--- config.mk ---
export PLATFORM = sky130hd
export DESIGN_NAME = carme_rf_scan_ctrl
export DESIGN_NICKNAME = d
export VERILOG_FILES = /design/src/rtl/carme_rf_pkg.sv /design/src/rtl/carme_scan_phase_timer.sv /design/src/rtl/carme_rf_scan_ctrl.sv
export SDC_FILE = /design/constraint.sdc
export NUM_CORES = 1
export LEC_CHECK = 0
export BUFFER_PORTS_ARGS = -buffer_cell sky130_fd_sc_hd__buf_4
export CORE_ASPECT_RATIO = 1.25
export CORE_MARGIN = 8
export CORE_UTILIZATION = 30
export DETAILED_ROUTE_END_ITERATION = 12
export PLACE_DENSITY = 0.58
export SETUP_SLACK_MARGIN = 0.02
export SLEW_MARGIN = 5
export SYNTH_ARGS = -nofsm -noshare
export SYNTH_HDL_FRONTEND = slang
export SYNTH_SLANG_ARGS = --single-unit
--- constraint.sdc ---
create_clock -name clk -period 4.46 [get_ports clk]
set_input_delay 1.115 -clock clk [delete_from_list [all_inputs] [get_ports clk]]
set_output_delay 1.115 -clock clk [all_outputs]
set_load 0.01 [all_outputs]
--- src/rtl/carme_rf_pkg.sv ---
// Shared types for the Carme register-file scan controller: command codes,
// FSM states and the bit positions of the config bus.
package carme_rf_pkg;

    typedef enum logic [1:0] {
        CMD_NOP      = 2'b00,
        CMD_SCAN     = 2'b01,
        CMD_PWR_DOWN = 2'b10,
        CMD_PWR_UP   = 2'b11
    } cmd_e;

    typedef enum logic [2:0] {
        ST_IDLE,
        ST_PWD,
        ST_SETUP,
        ST_BLOCK,
        ST_SHIFT_LO,
        ST_SHIFT_HI,
        ST_DONE
    } state_e;

    localparam int CFG_CLK_S  = 0;
    localparam int CFG_SCAN   = 1;
    localparam int CFG_SCAN_E = 2;
    localparam int CFG_PWD    = 3;

    localparam int BLOCK_SHIFTS = 16;

endpackage

--- src/rtl/carme_scan_phase_timer.sv ---
// Half-period timer for CLK_S: counts CLK_DIV cycles while run is high and
// flags the last one; it restarts after the flag or whenever run drops.
module carme_scan_phase_timer #(
    parameter int CLK_DIV = 4
) (
    input  logic clk,
    input  logic rst,
    input  logic run,
    output logic last
);
    localparam int CNT_W = $clog2(CLK_DIV + 1);
    localparam logic [CNT_W-1:0] LAST_CNT = CNT_W'(CLK_DIV - 1);

    logic [CNT_W-1:0] cnt_reg;

    assign last = run && (cnt_reg == LAST_CNT);

    always_ff @(posedge clk or posedge rst) begin
        if (rst) begin
            cnt_reg <= '0;
        end else if (!run || last) begin
            cnt_reg <= '0;
        end else begin
            cnt_reg <= cnt_reg + 1'b1;
        end
    end

endmodule

--- src/rtl/carme_rf_scan_ctrl.sv ---
// Scan-chain controller for the Carme register file: streams 16-bit words in,
// clocks them through the chain with a divided CLK_S and packs SCAN_O pairs out.
import carme_rf_pkg::*;

module carme_rf_scan_ctrl #(
    parameter int CHAIN_LEN = 512,
    parameter int CLK_DIV   = 4
) (
    input  logic        clk,
    input  logic        rst,
    input  logic        cmd_valid_i,
    output logic        cmd_ready_o,
    input  logic [1:0]  cmd_i,
    input  logic        din_valid_i,
    output logic        din_ready_o,
    input  logic [15:0] din_i,
    output logic        dout_valid_o,
    input  logic        dout_ready_i,
    output logic [31:0] dout_o,
    output logic        busy_o,
    output logic        pwd_o,
    output logic        done_o,
    output logic        err_o,
    output logic [3:0]  carme_rf_cfg_o,
    input  logic [1:0]  carme_rf_status_i
);
    localparam int SHIFT_W = $clog2(CHAIN_LEN + 1);
    localparam logic [SHIFT_W-1:0] SHIFT_LAST = SHIFT_W'(CHAIN_LEN);

    state_e              state_reg, state_next;
    logic [SHIFT_W-1:0]  shift_cnt_reg, shift_cnt_next, shift_cnt_inc;
    logic [15:0]         sr_reg, sr_next;
    logic [31:0]         acc_reg, acc_upd;
    logic [31:0]         dout_reg;
    logic                dout_valid_reg;
    logic [3:0]          cfg_reg, cfg_next;
    logic                cmd_ready_reg, cmd_ready_next;
    logic                busy_reg, busy_next;
    logic                pwd_reg, pwd_next;
    logic                done_reg, done_next;
    logic                err_reg, err_next;

    logic                phase_run, phase_last;
    logic                cmd_fire, buf_free, blk_go, capture, blk_end;
    logic [3:0]          bit_idx;

    assign phase_run     = (state_reg == ST_SETUP) || (state_reg == ST_SHIFT_LO) ||
                           (state_reg == ST_SHIFT_HI);
    assign cmd_fire      = cmd_valid_i && cmd_ready_reg;
    assign buf_free      = !dout_valid_reg || dout_ready_i;
    assign blk_go        = (state_reg == ST_BLOCK) && din_valid_i && buf_free;
    assign capture       = (state_reg == ST_SHIFT_HI) && phase_last;
    assign shift_cnt_inc = shift_cnt_reg + 1'b1;
    assign blk_end       = capture && (shift_cnt_inc[3:0] == 4'd0);
    assign bit_idx       = shift_cnt_reg[3:0];

    carme_scan_phase_timer #(
        .CLK_DIV (CLK_DIV)
    ) u_phase_timer (
        .clk  (clk),
        .rst  (rst),
        .run  (phase_run),
        .last (phase_last)
    );

    // Each SCAN_O pair lands at bit position 2*i for shift i of the block.
    genvar gi;
    generate
        for (gi = 0; gi < BLOCK_SHIFTS; gi++) begin : g_capture
            assign acc_upd[2*gi +: 2] = (capture && (bit_idx == 4'(gi))) ?
                                        carme_rf_status_i : acc_reg[2*gi +: 2];
        end
    endgenerate

    always_comb begin
        state_next     = state_reg;
        shift_cnt_next = shift_cnt_reg;
        sr_next        = sr_reg;
        err_next       = 1'b0;

        case (state_reg)
            ST_IDLE: begin
                if (cmd_fire) begin
                    case (cmd_e'(cmd_i))
                        CMD_SCAN: begin
                            state_next     = ST_SETUP;
                            shift_cnt_next = '0;
                        end
                        CMD_PWR_DOWN: state_next = ST_PWD;
                        CMD_PWR_UP:   err_next   = 1'b1;
                        default:      ;
                    endcase
                end
            end
            ST_PWD: begin
                if (cmd_fire) begin
                    case (cmd_e'(cmd_i))
                        CMD_PWR_UP:   state_next = ST_IDLE;
                        CMD_SCAN,
                        CMD_PWR_DOWN: err_next   = 1'b1;
                        default:      ;
                    endcase
                end
            end
            ST_SETUP: begin
                if (phase_last) state_next = ST_BLOCK;
            end
            ST_BLOCK: begin
                if (blk_go) begin
                    sr_next    = din_i;
                    state_next = ST_SHIFT_LO;
                end
            end
            ST_SHIFT_LO: begin
                if (phase_last) state_next = ST_SHIFT_HI;
            end
            ST_SHIFT_HI: begin
                if (phase_last) begin
                    sr_next        = {1'b0, sr_reg[15:1]};
                    shift_cnt_next = shift_cnt_inc;
                    if (shift_cnt_inc[3:0] != 4'd0) begin
                        state_next = ST_SHIFT_LO;
                    end else if (shift_cnt_inc == SHIFT_LAST) begin
                        state_next = ST_DONE;
                    end else begin
                        state_next = ST_BLOCK;
                    end
                end
            end
            ST_DONE:  state_next = ST_IDLE;
            default:  state_next = ST_IDLE;
        endcase

        // Outputs are registered from the next state so cfg never glitches.
        cfg_next             = '0;
        cfg_next[CFG_CLK_S]  = (state_next == ST_SHIFT_HI);
        cfg_next[CFG_SCAN]   = (state_next == ST_SHIFT_LO) && sr_next[0];
        cfg_next[CFG_SCAN_E] = state_next inside {ST_SETUP, ST_BLOCK, ST_SHIFT_LO, ST_SHIFT_HI};
        cfg_next[CFG_PWD]    = (state_next == ST_PWD);
        cmd_ready_next       = state_next inside {ST_IDLE, ST_PWD};
        busy_next            = state_next inside {ST_SETUP, ST_BLOCK, ST_SHIFT_LO,
                                                  ST_SHIFT_HI, ST_DONE};
        pwd_next             = (state_next == ST_PWD);
        done_next            = (state_next == ST_DONE);
    end

    always_ff @(posedge clk or posedge rst) begin
        if (rst) begin
            state_reg     <= ST_IDLE;
            shift_cnt_reg <= '0;
            sr_reg        <= '0;
            cfg_reg       <= '0;
            cmd_ready_reg <= 1'b0;
            busy_reg      <= 1'b0;
            pwd_reg       <= 1'b0;
            done_reg      <= 1'b0;
            err_reg       <= 1'b0;
        end else begin
            state_reg     <= state_next;
            shift_cnt_reg <= shift_cnt_next;
            sr_reg        <= sr_next;
            cfg_reg       <= cfg_next;
            cmd_ready_reg <= cmd_ready_next;
            busy_reg      <= busy_next;
            pwd_reg       <= pwd_next;
            done_reg      <= done_next;
            err_reg       <= err_next;
        end
    end

    // A completed block only ever finds the output buffer free, because
    // BLOCK refuses to start a new block while the previous word is pending.
    always_ff @(posedge clk or posedge rst) begin
        if (rst) begin
            acc_reg        <= '0;
            dout_reg       <= '0;
            dout_valid_reg <= 1'b0;
        end else begin
            if (capture) acc_reg <= acc_upd;
            if (blk_end) begin
                dout_reg       <= acc_upd;
                dout_valid_reg <= 1'b1;
            end else if (dout_valid_reg && dout_ready_i) begin
                dout_valid_reg <= 1'b0;
            end
        end
    end

    assign cmd_ready_o    = cmd_ready_reg;
    assign din_ready_o    = blk_go;
    assign dout_valid_o   = dout_valid_reg;
    assign dout_o         = dout_reg;
    assign busy_o         = busy_reg;
    assign pwd_o          = pwd_reg;
    assign done_o         = done_reg;
    assign err_o          = err_reg;
    assign carme_rf_cfg_o = cfg_reg;

endmodule

# [Word level (Yosys, flattened, before mapping)]
# Cells that the tools add are included.
[word_totals] latch_bits=0 rom_bits=0 register_bits=106 inputBits=25 n_memories=0 ramBits=0 wordCells=137
[op_classes] reduce_logical=44 div_mod_pow=0 shifts=0 n_lt_le_gt_ge=0 n_mux=42 n_bitwise=0 mul=0 eq_ne=35 add_sub_neg=2
[op_table] cell="$eq A4 B4 Y1 const B" count=8
[op_table] cell="$mux W16" count=2
[op_table] cell="$mux W2" count=16
[op_table] cell="$pmux W16 S2" count=1
[op_table] cell="$mux W10" count=3
[op_table] cell="$mux W3" count=10
[op_table] cell="$logic_and A1 B1 Y1" count=24
[op_table] cell="$pmux W10 S2" count=1
[op_table] cell="$pmux W3 S6" count=1
[op_table] cell="$eq A4 B3 Y1 const B" count=4
[op_table] cell="$eq A3 B2 Y1 const B" count=5
[op_table] cell="$eq A3 B3 Y1 const B" count=5
[op_table] cell="$add A10 B1 Y10 const B" count=1
[op_table] cell="$eq A10 B10 Y1 const B" count=1
[op_table] cell="$eq A4 B2 Y1 const B" count=2
[op_table] cell="$logic_not A4 Y1" count=2
[op_table] cell="$ne A2 B2 Y1 const B" count=4
[op_table] cell="$reduce_bool A2 Y1" count=4
[op_table] cell="$reduce_bool A4 Y1" count=2
[op_table] cell="$eq A3 B1 Y1 const B" count=2
[op_table] cell="$logic_not A3 Y1" count=2
[op_table] cell="$mux W1" count=6
[op_table] cell="$pmux W3 S2" count=1
[op_table] cell="$reduce_bool A5 Y1" count=1
[op_table] cell="other kinds (10)" count=15

# [Logic depth before layout (Yosys ltp)]
[depth] word_depth=8 depth_mapped=10 mapped_depth_nobuf=8

# [Cells and area by module]
# A second synthesis with hierarchy kept.
[hier_totals] hier_cells=427 hier_area_um2=4608.2
[by_module_without_submodules] module="carme_rf_scan_ctrl" instances=1 seq_area_each_um2=2552.4 area_each_um2=4469.3 cells_each=416
[by_module_without_submodules] module="carme_scan_phase_timer" instances=1 seq_area_each_um2=75.1 area_each_um2=138.9 cells_each=11

# [Least setup slack after synthesis]
# No wires, ideal clock.
[synth_timing] path_kind="input port to output port" from="input port dout_ready_i" to="output port din_ready_o" cell_stages=4 arrival_time_ps=1877 path_slack_ps=1468 cell_sequence="nand2b_1 -> nand4_1 -> inv_2 -> buf_1"
[synth_via] elab_chain_len=2
[synth_rtl] element="from (decl)" line="carme_rf_scan_ctrl.sv:18" source="input logic dout_ready_i,"
[synth_rtl] element="$logic_or A1 B1 Y1" line="carme_rf_scan_ctrl.sv:50" source="assign buf_free = !dout_valid_reg || dout_ready_i;"
[synth_rtl] element="$logic_and A1 B1 Y1" line="carme_rf_scan_ctrl.sv:51" source="assign blk_go = (state_reg == ST_BLOCK) && din_valid_i && buf_free;"
[synth_rtl] element="to (decl)" line="carme_rf_scan_ctrl.sv:15" source="output logic din_ready_o,"
# Every way passes these cells.

# [Final worst setup path]
# Same ends and word-level chain as after synthesis.

==> out/metrics.json <==
{
  "largest_net_degree_at_the_start_of_global_routing": 85,
  "maxSlewViolCount": 0,
  "crit_arrival_ps": 2050,
  "number_of_hold_slack_violations_in_the_final_timing_report": 0,
  "clock_insertion_delay_worst_skew_ps": 350,
  "clockBufferDepth": 2,
  "pwr_density_cell_nw_per_um2": 478,
  "rr_startpoint": "u_phase_timer.cnt_reg[0]$_DFF_PP0_",
  "synth_top_flop_cell": "dfrtp_1",
  "n_antenna_cell": 0,
  "totalWireLength_um": 9750,
  "top_cells_by_area_synth": "dfrtp_1 (57%), mux2_2 (16%), nand2_1 (4.7%), ha_1 (2.7%), a22oi_1 (2.3%)",
  "ys_async_sr_fraction_pct": 100,
  "comb_power_share_pct": 21.3,
  "timing.hold.worst.class": "reg -> reg",
  "crit_end": "din_ready_o",
  "antenna_found_initial": 0,
  "cts_clock_pin_slew_for_the_worst_setup_and_hold_paths_ps": 70,
  "min_period_over_period_pct": 71.1,
  "post_cts_buffers": 0,
  "drive_above_1_share_pct": 37.2,
  "detailed_placer_s_ending_hpwl_um": 7010,
  "post_cts_resized": 0,
  "cts_htree_levels": 3,
  "max-vdd-ir-drop_uv": 265,
  "drt_first_iter_violations": 207,
  "setup_viol_count_final": 0,
  "switch_share_pct": 30.9,
  "slew_headroom_pct": 31.6,
  "p_seq_share_pct": 50.6,
  "reg2regPathDepth": 9,
  "starting_utilization_of_the_core_area_pct": 30.7,
  "drc_errors": 0,
  "wl_per_cell_um": 15.6,
  "tritoncts": "built",
  "drv.max_cap_violation_count": 0,
  "cts_root_buffer": "clkbuf_16",
  "worst-r2r-setup-slack_ps": 1460,
  "overflow": 0,
  "internal-power_uw": 1830,
  "synth-edff-count": 0,
  "final.setup.worst_slack_ps": 1290,
  "design.die.area_um2": 19500,
  "synthesis.instances": 376,
  "p_leak_uw": 0.00262,
  "final_period_minus_worst_setup_slack_ps": 3170,
  "setup.worst_path.start_class": "primary input",
  "die_w_um": 127,
  "crit_fanout": 19,
  "ys_warn_count": 0,
  "timing.rr.end": "busy_o$_DFF_PP0_",
  "placement.io_buffers": 67,
  "cp_data_required_time_ps": 3350,
  "peak_clock_frequency_supported_by_timing_mhz": 316,
  "finalClockSkew_ps": 6.18,
  "top_level_ports": 68,
  "yosys.area.top_type": "dfrtp_1",
  "setup-tns-final_ps": 0,
  "post_cts_hold_buffer_count": 0,
  "cp-end-kind": "output port",
  "grt_pass1_wl_um": 16500,
  "routabilityCongestion": 0.805,
  "grt_setup_unrepaired": "no",
  "power_frac_clock_pct": 28.1,
  "setup.worst_path.class": "in -> out",
  "dpl_worst_slack_ps": 1270,
  "worstSetupStartpoint": "dout_ready_i",
  "synth.avg_cell_area_um2": 12.2,
  "post_synth_instance_area_um2": 4580,
  "postSynthRegisterBits": 105,
  "clock-sinks": 105,
  "growth_of_design_area_from_synthesis_to_finish_pct": 20.7,
  "stdcell_area_um2": 5530,
  "first_pass_iters": 4,
  "design.final.nets": 474,
  "yosysSeqAreaShare_pct": 57.3,
  "fp.coreArea_um2": 15000,
  "avgViaCountPerCell": 4.84,
  "synth_cell_types": 51,
  "number_of_global_route_vias_before_repair": 3198,
  "dp_area_um2": 5250,
  "total_switching_power_uw": 818,
  "syn_nets": 411,
  "worst_pin_slew_ps": 1030,
  "synth_top_area_share_pct": 57.3,
  "grt_use_total_pct": 10.6,
  "run_status": "complete, no violations",
  "core.rowCount": 50,
  "floorplan.die.height_um": 154,
  "detail-route-antenna-nets": 0,
  "tritoncts.num_buffers": 9,
  "dr_total_vias": 3029
}
## synthesized netlist by cell type, types with 4 or more instances
cell type	number
nor4b_1	4
nand4_1	4
a21oi_1	7
nand2_1	57
a22oi_1	14
clkbuf_1	9
mux2_2	64
o21ai_0	17
nor2b_1	4
dfrtp_1	105
ha_1	10
nand3_1	4
nor2_1	15
inv_1	10
buf_2	4
## cell type report
class | count | area (um2)
Inverter | 11 | 43.8
Fill cell | 1452 | 9420
Clock buffer | 10 | 239
Tap cell | 182 | 228
Sequential cell | 105 | 2630
Timing Repair Buffer | 70 | 526
Multi-Input combinational cell | 242 | 1830
Clock inverter | 6 | 42.5
## logic make-up (layout without fill, tap and decap cells)
logic type	after synthesis	after routing	synth area share, %
buffers and inverters	29	97	2.84
xor gates and xnor gates	1	1	0.191
muxes	64	64	15.7
DFF	105	105	57.3
AOI/OAI and AO/OA	58	58	8.71
and+or+nand+nor	109	109	12.5
adders and majority gates	10	10	2.73
## per-stage QoR
step | std cells | total power (uW) | util (%) | hold slack, ps
floorplan | 376 | 1740 | - | 410
global placement | 610 | 1890 | 35.1 | 419
detailed placement | 610 | 1930 | 35.1 | 439
CTS | 626 | 2690 | 37.0 | 449
global route | 626 | 2820 | 37.0 | 477
finish | 626 | 2650 | 37.0 | 444
## cells in the final DEF (no fill, tap or decap), drive strengths merged, types with 4 or more instances in the layout
cell / count
a21oi: 7
a22oi: 14
buf: 70
clkbuf: 10
dfrtp: 105
ha: 10
inv: 12
mux2: 64
nand2: 57
nand3: 5
nand4: 4
nor2: 15
nor2b: 4
nor4b: 4
o21ai: 17
## layer usage
| metal | vias to the layer above | track usage (%) | part of all wire, % |
|---|---|---|---|
| met5 | - | 0 | 0 |
| met4 | 0 | 4.48 | 1.7 |
| met3 | 12 | 2.92 | 4.0 |
| met2 | 58 | 17.7 | 50 |
| met1 | 1509 | 12.6 | 44 |
| li1 | 1450 | - | - |
## worst min-delay path by stage
stage	end	slack, ps	start	cells past startpoint
CTS	u_phase_timer.cnt_reg[0]$_DFF_PP0_	450	u_phase_timer.cnt_reg[0]$_DFF_PP0_	1
floorplan	u_phase_timer.cnt_reg[0]$_DFF_PP0_	410	u_phase_timer.cnt_reg[0]$_DFF_PP0_	1
global route	u_phase_timer.cnt_reg[0]$_DFF_PP0_	480	u_phase_timer.cnt_reg[0]$_DFF_PP0_	1
finish	u_phase_timer.cnt_reg[0]$_DFF_PP0_	440	u_phase_timer.cnt_reg[0]$_DFF_PP0_	1
global placement	u_phase_timer.cnt_reg[0]$_DFF_PP0_	420	u_phase_timer.cnt_reg[0]$_DFF_PP0_	1
detailed placement	u_phase_timer.cnt_reg[0]$_DFF_PP0_	440	u_phase_timer.cnt_reg[0]$_DFF_PP0_	1
## power by group through the flow
stage / Combinational, uW / Clock, uW / Sequential, uW
after global placement: 553 / 0 / 1340
after floorplan: 451 / 0 / 1290
after detailed placement: 573 / 0 / 1360
final: 562 / 745 / 1340
after global routing: 642 / 810 / 1370
after CTS: 576 / 772 / 1340
## critical path: stages
cell,delay (ps)
buf_4,70
nand2b_1,180
nand4_1,180
inv_2,310
buf_4,190
No activity file was read; power rests on OpenSTA's default activity.
